===== src/rtl/mux_sequencer.sv =====
// Stage sequencer: walks the mux select through STAGES positions per init run.
// Optional free-running mode via `MUX_SEQUENCER_WRAP_EN (LAST wraps to RUN, not IDLE).
module mux_sequencer #(
  parameter int STAGES = 8,
  parameter int SEL_W  = 3
) (
  input  logic             clk,
  input  logic             rst_n,
  input  logic             rstsig,
  input  logic             step,
  output logic [SEL_W-1:0] sel,
  output logic             muxlast,
  output logic             busy,
  output logic             done
);

  localparam logic [1:0] S_IDLE = 2'd0;
  localparam logic [1:0] S_RUN  = 2'd1;
  localparam logic [1:0] S_LAST = 2'd2;

  localparam logic [SEL_W-1:0] SEL_LAST = SEL_W'(STAGES - 1);
  localparam logic [1:0]       S_START  = (STAGES == 1) ? S_LAST : S_RUN;
`ifdef MUX_SEQUENCER_WRAP_EN
  localparam logic [1:0]       S_AFTER  = S_START;
`else
  localparam logic [1:0]       S_AFTER  = S_IDLE;
`endif

  logic [1:0]       state_q, state_d;
  logic [SEL_W-1:0] sel_q, sel_d;
  logic             muxlast_q, muxlast_d;
  logic             busy_q, busy_d;
  logic             done_q, done_d;
  logic             step_q;
  logic             step_edge;
  logic [SEL_W-1:0] sel_inc;

  assign step_edge = step & ~step_q;
  assign sel_inc   = sel_q + SEL_W'(1);

  always_comb begin
    state_d = state_q;
    sel_d   = sel_q;
    done_d  = 1'b0;
    if (rstsig) begin
      // Restart wins over any step seen in the same cycle.
      state_d = S_START;
      sel_d   = '0;
    end else begin
      case (state_q)
        S_IDLE: begin
          state_d = S_IDLE;
        end
        S_RUN: begin
          if (step_edge) begin
            sel_d = sel_inc;
            if (sel_inc == SEL_LAST) state_d = S_LAST;
          end
        end
        S_LAST: begin
          if (step_edge) begin
            done_d  = 1'b1;
            sel_d   = '0;
            state_d = S_AFTER;
          end
        end
        default: begin
          state_d = S_IDLE;
          sel_d   = '0;
        end
      endcase
    end
    // Outputs are registered, so derive them from the next state.
    muxlast_d = (state_d != S_RUN);
    busy_d    = (state_d != S_IDLE);
  end

  always_ff @(posedge clk or negedge rst_n) begin
    if (!rst_n) begin
      state_q   <= S_IDLE;
      sel_q     <= '0;
      muxlast_q <= 1'b1;
      busy_q    <= 1'b0;
      done_q    <= 1'b0;
      step_q    <= 1'b0;
    end else begin
      state_q   <= state_d;
      sel_q     <= sel_d;
      muxlast_q <= muxlast_d;
      busy_q    <= busy_d;
      done_q    <= done_d;
      step_q    <= step;
    end
  end

  assign sel     = sel_q;
  assign muxlast = muxlast_q;
  assign busy    = busy_q;
  assign done    = done_q;

endmodule


===== config.mk =====
export PLATFORM = sky130hd
export DESIGN_NAME = mux_sequencer
export DESIGN_NICKNAME = d
export VERILOG_FILES = /design/src/rtl/mux_sequencer.sv
export SDC_FILE = /design/constraint.sdc
export NUM_CORES = 1
export LEC_CHECK = 0
export BUFFER_PORTS_ARGS = -buffer_cell sky130_fd_sc_hd__buf_2
export CORE_AREA = 5 5 42 44
export DETAILED_ROUTE_END_ITERATION = 10
export DIE_AREA = 0 0 47 49
export SYNTH_ARGS = -nofsm -noshare
export SYNTH_HDL_FRONTEND = slang
export SYNTH_SLANG_ARGS = --single-unit

===== constraint.sdc =====
create_clock -name clk -period 4.2 [get_ports clk]
set_clock_uncertainty 0.2 [all_clocks]
set_input_delay 0.63 -clock clk [delete_from_list [all_inputs] [get_ports clk]]
set_output_delay 0.63 -clock clk [all_outputs]
set_load 0.05 [all_outputs]

# ---- After elaboration in Yosys (flattened, before gate mapping)
# Index checks and enable logic that the tools add are counted.
dict set report totals {
  reg_bits 9
  in_bits 4
  wordCells 31
}
dict set report classes {
  addsub 1
  n_eq_ne 7
  n_mux 12
  bitwise 2
  n_reduce_logical 3
}
# op n
set op_table {}
lappend op_table {{two-way mux 3 bit} 3}
lappend op_table {{one-hot mux 3 bit (3 select lines)} 1}
lappend op_table {{two-way mux 2 bit} 4}
lappend op_table {{!= test 3 bit (second input constant)} 2}
lappend op_table {{one-hot mux 2 bit (2 select lines)} 1}
lappend op_table {{adder 3 x 1 -> 3 bit (second input constant)} 1}
lappend op_table {{== test 3 bit (second input constant)} 1}
lappend op_table {{two-way mux 1 bit} 3}
lappend op_table {{AND reduction 3 bit} 1}
lappend op_table {{== test 2 x 1 -> 1 bit (second input constant)} 1}
lappend op_table {{== test 2 bit (second input constant)} 1}
lappend op_table {{zero test 2 bit} 1}
lappend op_table {{!= test 2 x 1 -> 1 bit (second input constant)} 1}
lappend op_table {{!= test 2 bit (second input constant)} 1}
lappend op_table {{nonzero test 2 bit} 1}
lappend op_table {{bitwise AND 1 bit} 1}
lappend op_table {{NOT 1 bit} 1}

# ---- Longest topological paths before layout
# Gate-level depths: netlist (run 1).
dict set report depth {
  depth_word 7
  ltp_mapped 6
  mapped_depth_nobuf 6
}

# ---- Least setup slack after synthesis (run 1)
# OpenSTA, ideal clock, no wires.
dict set report synth_path {
  path_kind {reg2reg}
  start {reg sel_q[1] (netlist: sel[1])}
  end {reg busy_q (netlist: busy)}
  arrival_time_ns 1.505
  t_required_ns 3.876
  setup_slack_ns 2.371
  path_stages_with_launch 6
  path_buffers 0
  synth_period_minus_slack_ns 1.829
  cell_sequence {dfrtp_1 -> ha_1 -> xnor2_1 -> o21ai_0 -> a21oi_1 -> or2_1}
}
dict set report synth_between {
  elab_chain_len 7
}
# element line_no
set synth_lines {}
lappend synth_lines {{start: declaration} 30} ;# logic [SEL_W-1:0] sel_q, sel_d;
lappend synth_lines {{start signal: assignment} 88} ;# sel_q <= sel_d;
lappend synth_lines {{adder 3 x 1 -> 3 bit} 39} ;# assign sel_inc = sel_q + SEL_W'(1);
lappend synth_lines {{== test 3 bit} 57} ;# if (sel_inc == SEL_LAST) state_d = S_LAST;
lappend synth_lines {{two-way mux 2 bit} 57}
lappend synth_lines {{two-way mux 2 bit} 55} ;# if (step_edge) begin
lappend synth_lines {{one-hot mux 2 bit (2 select lines)} 50} ;# case (state_q)
lappend synth_lines {{two-way mux 2 bit} 45} ;# if (rstsig) begin
lappend synth_lines {{nonzero test 2 bit} 75} ;# busy_d = (state_d != S_IDLE);
lappend synth_lines {{named net busy_d} 32} ;# logic busy_q, busy_d;
lappend synth_lines {{end signal: assignment} 90} ;# busy_q <= busy_d;
lappend synth_lines {{end: declaration} 32}
# The timed path passes the listed nets, and every way through them passes these cells.
# A chain may end at the register's enable or synchronous reset.

# ---- Worst setup path after layout (run 1)
dict set report layout_path {
  start {reg muxlast_q (netlist: muxlast)}
  end {out muxlast}
}
# element line_no
set layout_rtl {}
lappend layout_rtl {{start: declaration} 31} ;# logic muxlast_q, muxlast_d;
lappend layout_rtl {{start signal: assignment} 89} ;# muxlast_q <= muxlast_d;
lappend layout_rtl {{end: declaration} 12} ;# output logic muxlast,
# No word-level cell between the ends.

==> results of run 1 <==
[flip-flops by register name, summed over array words and instances (netlist names)]
register  cells
busy          1
done          1
muxlast       1
sel           3
state_q       2
step_q        1
[per-layer routing]
metal	track usage	vias up
met2	0.138	10
met3	0.0332	5
met1	0.120	168
li1	-	180
met5	0	-
met4	0.0968	0
[cells by family (layout without fill, tap and decap cells)]
family | count (synthesis) | in the layout | share of synthesized area
XOR/XNOR | 1 | 1 | 0.0185
AO/OA/AOI/OAI | 9 | 9 | 0.130
adder cells (fa/ha/maj) | 5 | 5 | 0.132
AND/OR/NAND/NOR | 16 | 16 | 0.188
multiplexers | 1 | 1 | 0.0212
flip-flops | 9 | 9 | 0.479
buffers and inverters | 4 | 18 | 0.0317
[cell type report]
cell class | instances | area, um^2 | area share
timing repair buffer | 10 | 55.1 | 0.0959
multi-input combinational | 32 | 231 | 0.403
sequential | 9 | 226 | 0.394
tap | 16 | 20.0 | 0.0349
inverter | 4 | 15.0 | 0.0261
clock buffer | 4 | 26.3 | 0.0458
[path summary, 6_finish.rpt]
check | to | slack, ps | cells past startpoint
setup / recovery | muxlast | 2350 | 1
hold / removal | step_q$_DFF_PN0_ | 300 | 1
setup reg to reg | busy$_DFF_PN0_ | 2540 | 5
hold reg to reg | sel[2]$_DFFE_PN0P_ | 390 | 2
max in group asynchronous | muxlast$_DFF_PN1_ | 3010 | 2
min in group asynchronous | state_q[1]$_DFF_PN0_ | 540 | 2
[power by group through the flow]
stage / sequential (mW) / clock (mW) / combinational [mW]
after floorplan: 0.102 / 0 / 0.0136
after global placement: 0.0944 / 0 / 0.0307
after detailed placement: 0.0943 / 0 / 0.0307
after CTS: 0.0928 / 0.0711 / 0.0317
after global routing: 0.0931 / 0.0757 / 0.0351
final: 0.0928 / 0.0695 / 0.0316
[what timing repair did]
| action | 4_1_cts | 5_1_grt |
|---|---|---|
| resized for setup | 0 | 0 |
| buffers inserted | 0 | 0 |
| endpoints found under the hold margin | 4 | 0 |
| hold buffers | 1 | 0 |
[cells in the final DEF (no fill, tap or decap), drive strengths merged, types with 2 or more instances in the layout]
master	count
or2	2
inv	4
nand3b	2
a21oi	4
nor3	2
nor2	5
clkbuf	4
buf	9
dfrtp	8
o21ai	2
ha	5
==> results.toml, run 1 <==
[power]
seqPwrFrac = 0.479
internal_power_mw = 0.138
vdd_ir_drop_max_uv = 158
p_comb_frac = 0.163
powerDensity_nw_per_um2 = 337
switching_share = 0.289
clock_power_share = 0.358
switching_power_mw = 0.0560
p_leak_nw = 0.281
power_mw = 0.194

[floorplanning]
start_util = 0.338
rows = 14
die-width_um = 47
ios = 10
dieArea_um2 = 2300
core-area_um2 = 1400
fp.dieH_um = 49

[routing]
dr_wl_met3_um = 48
viasPerCell = 4.84
route.detailed.drc = 0
wire_per_inst_um = 12.2
wl_um = 918
drt_iter0_drc = 4
drtPass1Iterations = 4
drt-met1-wl_um = 398
highest_layer = "met4"
vias = 363
wl_met2_um = 425
antenna_left = 0

[synth]
synth-seq-area-share = 0.479
yosysMostFrequentCell = "dfrtp_1"
ys_types = 20
syn-cell-area_um2 = 473
yosysWarnings = 0
yosys.area.top_type = "dfrtp_1"
synth_edf_count = 0
syn_nets = 54
synthTopCellsByCount = "dfrtp_1, ha_1, nor2_1"
syn_inst = 45
ys.flop_type = "dfrtp_1"
synthArstFlopShare = 1.00
synth_seq_cells = 9
synth_area_leaders = "dfrtp_1, ha_1, dfstp_2"
synthDominantCellAreaShare = 0.423
synth_area_per_cell_um2 = 10.5

[critical_path]
slowest_delay_ps = 510
cp_cell_sequence = "buf_2"
cp-start-kind = "register"
critPathKind = "reg -> out"
worstReg2RegStart = "sel[1]$_DFFE_PN0P_"
crit_arrival_ps = 1020
required_ps = 3370
cp.buffers_inverters = 1
slowest_stage = "dfstp_2"
crit_start = "muxlast$_DFF_PN1_"
crit_fanout = 1
cp-end-kind = "primary output"
cp_top_family = "flip-flops"

[sta]
period_share = 0.441
max_clock_freq_mhz = 539
rsz0062_at_grt = "false"
tns_ps = 0
drv_slew = 0
whs_ps = 300
worst-slew-pin-transition_ps = 240
hold_violations = 0
fin_crit_ps = 1850
max-slew-margin-rel = 0.838
setup_ws_ps = 2350
final-setup-viol-count = 0

[grt]
globalRouteOverflowTotal = 0
grt_pass1_wl_mm = 1.57
first_global_vias = 358
grt_max_degree = 10
grt_usage = 0.102
antenna_found_initial = 0

[placement]
dpl_cell_area_um2 = 538
hpwl_um = 646
gp_congestion = 0.761
dp_cells = 70
dpl_worst_slack_ps = 2470
io_buffers = 9

[run]
maxCapViolCount = 0

[clock_network]
tritoncts = "done"
h-tree-depth = 1
clock_path_buffers = 2
clock_sinks = 9
root_buffer = "clkbuf_4"
clk-insertion-delay-late_ps = 270
clk_pin_slew_ps = 60
numCtsBuffers = 3

[finish]
antennaDiodeCount = 0
fill_cells = 147
final_cells = 75
nNetsFinal = 69
drive_gt1_frac = 0.254
post-route-util = 0.410
final_area_um2 = 574
syn2layout_area_growth_pct = 21.4

[worst_hold_path]
worstHoldStart = "step"
hp-class = "in -> reg"

[outcome]
status = "completed"
No activity file was read; power rests on OpenSTA's default activity.
==> inputs of run 2 (changes only) <==
==> constraint.sdc (replaced) <==
create_clock -name clk -period 1.55 [get_ports clk]
set_clock_uncertainty 0.2 [all_clocks]
set_input_delay 0.2325 -clock clk [delete_from_list [all_inputs] [get_ports clk]]
set_output_delay 0.2325 -clock clk [all_outputs]
set_load 0.05 [all_outputs]
==> run 2 against run 1 <==
Count of clock-buffer cells in the layout unchanged; via count up 13%; wire length grew 22%; register-to-register slack worse by 2600 ps; core utilization increased by 14 points; first-iteration DRC count is 75% lower; the flow now finishes with violations (negative setup slack); worst hold slack worse by 270 ps; worst setup slack got worse by 2400 ps; cell area rose by 34%; non-clock buffer count is 11 higher; sequential power increased to 2.7 times the previous value; sequential share of layout area shrank 9.5 points.
==> results.toml, run 2 (synthesized netlist as in run 1, its figures left out) <==
[outcome]
status = "finished with violations"
violations = "negative setup slack"

[finish]
antennaDiodeCount = 0
final_cells = 86
layout_common_cells = "buf_2, buf_4, dfrtp_1"
final_area_um2 = 768
nNetsFinal = 80
fill_cells = 123
drive_gt1_frac = 0.600
syn2layout_area_growth_pct = 62.4
largest_register_ffs = 3

[critical_path]
cp-start-kind = "register"
slowest_delay_ps = 440
critPathKind = "reg -> reg"
cp-end-kind = "register"
cp_cell_sequence = "inv_2 -> ha_4 -> nand2_4 -> a2bb2oi_4 -> a21oi_1 -> or2_1"
crit_fanout = 3
rr_worst_depth = 6
slowest_stage = "dfrtp_2"
crit_start = "state_q[0]$_DFF_PN0_"
required_ps = 1490
crit_arrival_ps = 1510
worstReg2RegStart = "state_q[0]$_DFF_PN0_"

[clock_network]
clock_path_buffers = 2
tritoncts = "done"
h-tree-depth = 1
clk-insertion-delay-late_ps = 260
clk_pin_slew_ps = 60
clock_sinks = 9
root_buffer = "clkbuf_4"
numCtsBuffers = 3

[power]
seqPwrFrac = 0.455
p_leak_nw = 0.341
internal_power_mw = 0.400
powerDensity_nw_per_um2 = 729
switching_share = 0.285
vdd_ir_drop_max_uv = 403
switching_power_mw = 0.160
clock_power_share = 0.318
p_comb_frac = 0.227
power_mw = 0.560

[sta]
setup_ws_ps = -17.5
drv_slew = 0
max-slew-margin-rel = 0.833
max_clock_freq_mhz = 638
whs_ps = 33.5
final-setup-viol-count = 2
rsz0062_at_grt = "true"
fin_crit_ps = 1570
period_share = 1.01
hold_violations = 0
worst-slew-pin-transition_ps = 248

[routing]
wl_mm = 1.12
vias = 409
drtPass1Iterations = 4
viasPerCell = 4.76
route.detailed.drc = 0
antenna_left = 0
drt_iter0_drc = 1
wire_per_inst_um = 13.1

[placement]
gp_congestion = 0.777
io_buffers = 9
dpl_worst_slack_ps = -93.8
dp_cells = 74
dpl_cell_area_um2 = 591
hpwl_um = 740

[grt]
grt_max_degree = 10
antenna_found_initial = 0
grt_pass1_wl_mm = 1.91
first_global_vias = 441
grt_usage = 0.116
globalRouteOverflowTotal = 0

[floorplanning]
rows = 14
core-area_um2 = 1400
fp.dieH_um = 49
dieArea_um2 = 2300
start_util = 0.338
die-width_um = 47
ios = 10

[worst_hold_path]
hp-class = "in -> reg"
worstHoldStart = "rstsig"
whs_path_depth = 2

[run]
maxCapViolCount = 0
## run 2: changes by cell type in the layout (fill, tap and decap cells not counted), moves of 2 or more
cell	previous run	this run
dfrtp_1	8	5
inv_2	0	3
dlygate4sd3_1	1	3
ha_1	5	1
ha_4	0	3
buf_4	0	9
inv_1	4	1
dfrtp_2	0	3
## run 2: worst paths after layout
path	end	slack [ps]
max in group asynchronous	muxlast$_DFF_PN1_	750
min in group asynchronous	step_q$_DFF_PN0_	150
worst min register to register	sel[2]$_DFFE_PN0P_	460
worst min-delay path	sel[0]$_DFFE_PN0P_	30
worst max-delay path	busy$_DFF_PN0_	-20
worst max register to register	busy$_DFF_PN0_	-20
## run 2: timing repair
| item | CTS | global route |
|---|---|---|
| pin swaps | 6 | 2 |
| hold buffers | 3 | 0 |
| setup buffers | 4 | 1 |
| setup endpoints to repair | 4 | 6 |
| hold endpoints to repair | 11 | 0 |
| gates resized for setup | 12 | 5 |
## run 2: power by group through the flow
stage / sequential (mW) / combinational, mW / clock [mW]
after CTS: 0.254 / 0.120 / 0.187
after detailed placement: 0.257 / 0.0937 / 0
after floorplan: 0.279 / 0.0372 / 0
after global routing: 0.256 / 0.138 / 0.199
after global placement: 0.256 / 0.0921 / 0
final: 0.255 / 0.127 / 0.178
## run 2: metrics by stage
step | utilization | setup TNS, ps
after global placement | 0.421 | -45.2
final | 0.548 | -31.7
after CTS | 0.529 | -25.1
after floorplan | - | -106
after detailed placement | 0.421 | -171
after global routing | 0.548 | -179
## run 2: final cells by class
cell class / count / area (um^2) / area share
multi-input combinational: 32 / 334 / 0.435
sequential: 9 / 230 / 0.300
timing repair buffer: 21 / 143 / 0.186
clock buffer: 4 / 26.3 / 0.0342
tap: 16 / 20.0 / 0.0261
inverter: 4 / 15.0 / 0.0195
## run 2: metal layers
metal | part of all wire | GRT usage
met1 | 0.45 | 0.164
met2 | 0.47 | 0.158
met3 | 0.070 | 0.0554
met4 | 0.0080 | 0.0276
met5 | 0 | 0
## run 2: critical path, delay by kind of cell, from the launching register on
kind	cells	cell delay [ps]
fa+ha+maj	1	220
simple gates	2	280
flops	1	440
buf+inv	1	90
compound gates	2	230
==> inputs of run 3 (changes only) <==
--- a/config.mk
+++ b/config.mk
@@ -9,6 +9,7 @@
 export CORE_AREA = 5 5 42 44
 export DETAILED_ROUTE_END_ITERATION = 10
 export DIE_AREA = 0 0 47 49
+export SETUP_SLACK_MARGIN = 0.3
 export SYNTH_ARGS = -nofsm -noshare
 export SYNTH_HDL_FRONTEND = slang
 export SYNTH_SLANG_ARGS = --single-unit
==> run 3 against run 2 <==
The run still ends with negative setup slack left; via count down 2.2%; worst setup slack worse by 10 ps; global-route usage shrank 1.3 points; worst hold slack lost 8.7 ps; final cell count decreased by 2.3%; sequential share of layout area shrank 0.39 points; clock power hardly changed; maximum frequency fell by 0.66%; core utilization up 0.71 points; die area stayed put; critical endpoint is now state_q[0]$_DFF_PN0_; largest cell class unchanged; largest power group unchanged.
==> results.toml, run 3 (synthesized netlist as in run 1, its figures left out) <==
[clock_network]
tritoncts = "done"
clock_sinks = 9
root_buffer = "clkbuf_4"
h-tree-depth = 1
clk-insertion-delay-late_ps = 250
clock_path_buffers = 2
clk_pin_slew_ps = 60
numCtsBuffers = 3

[finish]
final_area_um2 = 778
nNetsFinal = 78
layout_common_cells = "buf_4, dfrtp_1, inv_2, nor2_1, buf_2"
final_common_cell = "buf_4"
largest_register_ffs = 3
antennaDiodeCount = 0
drive_gt1_frac = 0.618
syn2layout_area_growth_pct = 64.6

[sta]
hold_violations = 0
setup_ws_ps = -27.9
worst-slew-pin-transition_ps = 251
rsz0062_at_grt = "true"
max-slew-margin-rel = 0.834
drv_slew = 0
period_share = 1.02
final-setup-viol-count = 2
fin_crit_ps = 1580
max_clock_freq_mhz = 634

[routing]
wire_per_inst_um = 12.6
drtPass1Iterations = 1
wl_mm = 1.06
viasPerCell = 4.76
drt_iter0_drc = 0
antenna_left = 0
vias = 400
route.detailed.drc = 0

[floorplanning]
start_util = 0.338
rows = 14
fp.dieH_um = 49
die-width_um = 47
dieArea_um2 = 2300
ios = 10
core-area_um2 = 1400

[critical_path]
rr_worst_depth = 6
required_ps = 1490
endpoint = "state_q[0]$_DFF_PN0_"
crit_fanout = 3
rrSetupSlack_ps = -30
crit_arrival_ps = 1520
worstReg2RegStart = "state_q[0]$_DFF_PN0_"
cp-end-kind = "register"
crit_start = "state_q[0]$_DFF_PN0_"
critPathKind = "reg -> reg"
cp-start-kind = "register"
r2r-end = "state_q[0]$_DFF_PN0_"

[grt]
grt_util_met3 = 0.0221
grt-busiest-layer = "met2"
first_global_vias = 411
grt_usage = 0.103
use_met2 = 0.158
grt_use_met1 = 0.123
grt_pass1_wl_mm = 1.74
antenna_found_initial = 0
globalRouteOverflowTotal = 0
grt_max_degree = 10

[power]
p_leak_nw = 0.326
powerDensity_nw_per_um2 = 725
vdd_ir_drop_max_uv = 523
power_mw = 0.565

[placement]
hpwl_um = 698
dpl_cell_area_um2 = 593
dpl_worst_slack_ps = -50.3
gp_congestion = 0.710
io_buffers = 9

[run]
maxCapViolCount = 0

[outcome]
violations = "negative setup slack"
status = "finished with violations"

[worst_hold_path]
whs_path_depth = 2
hp-class = "in -> reg"
run 3: cell count changes in the layout (fill, tap and decap cells not counted), sizes merged:
| cell | delta |
|---|---|
| buf | -1 |
| dlygate4sd3 | -1 |
run 3: layout make-up:
| class | instances | area (um^2) |
|---|---|---|
| clock buffers | 4 | 26.3 |
| fillers | 131 | 623 |
| inverters | 4 | 15.0 |
| multi-input cells | 32 | 330 |
| flip-flops and latches | 9 | 230 |
| well taps | 16 | 20.0 |
| repair buffers | 19 | 156 |
run 3: worst min-delay path by stage:
stage / startpoint / endpoint / slack, ps
after global routing: rstsig / muxlast$_DFF_PN1_ / 30
after CTS: rstsig / muxlast$_DFF_PN1_ / 4
after floorplan: rst_n / busy$_DFF_PN0_ / -260
final: rstsig / muxlast$_DFF_PN1_ / 20
after global placement: rst_n / busy$_DFF_PN0_ / -100
after detailed placement: rst_n / busy$_DFF_PN0_ / -100
run 3: through the flow:
stage | setup TNS (ps) | hold slack (ps) | util | cells
2_1_floorplan | -107 | -263 | - | 45
3_3_place_gp | -35.9 | -103 | 0.423 | 73
3_5_place_dp | -93.7 | -104 | 0.423 | 73
4_1_cts | 0 | 3.90 | 0.511 | 83
5_1_grt | -212 | 31.0 | 0.555 | 84
6_report | -48.9 | 24.8 | 0.555 | 84
run 3: metal layers:
layer | up-vias | routed length [um]
li1 | 201 | -
met1 | 188 | 404
met2 | 7 | 592
met3 | 4 | 33
met4 | 0 | 28
met5 | - | 0
run 3: timing repair:
item	4_1_cts	5_1_grt
setup buffers	4	1
setup endpoints to repair	13	12
hold buffers	2	0
hold endpoints to repair	10	0
resized for setup	13	12
pin swaps	8	6
run 3: critical path, stage by stage, from the launching register on:
cell       delay (ps)
dfrtp_1           430
inv_2             100
ha_4              210
nand2_2            80
a2bb2oi_4         170
nor2_1             80
or2_1             200
run 3: power by group:
group | switching (mW) | leakage (nW) | total, mW | internal, mW
registers | 0.00854 | 0.109 | 0.255 | 0.247
logic | 0.0719 | 0.202 | 0.133 | 0.0607
clock network | 0.0778 | 0.0150 | 0.177 | 0.0989
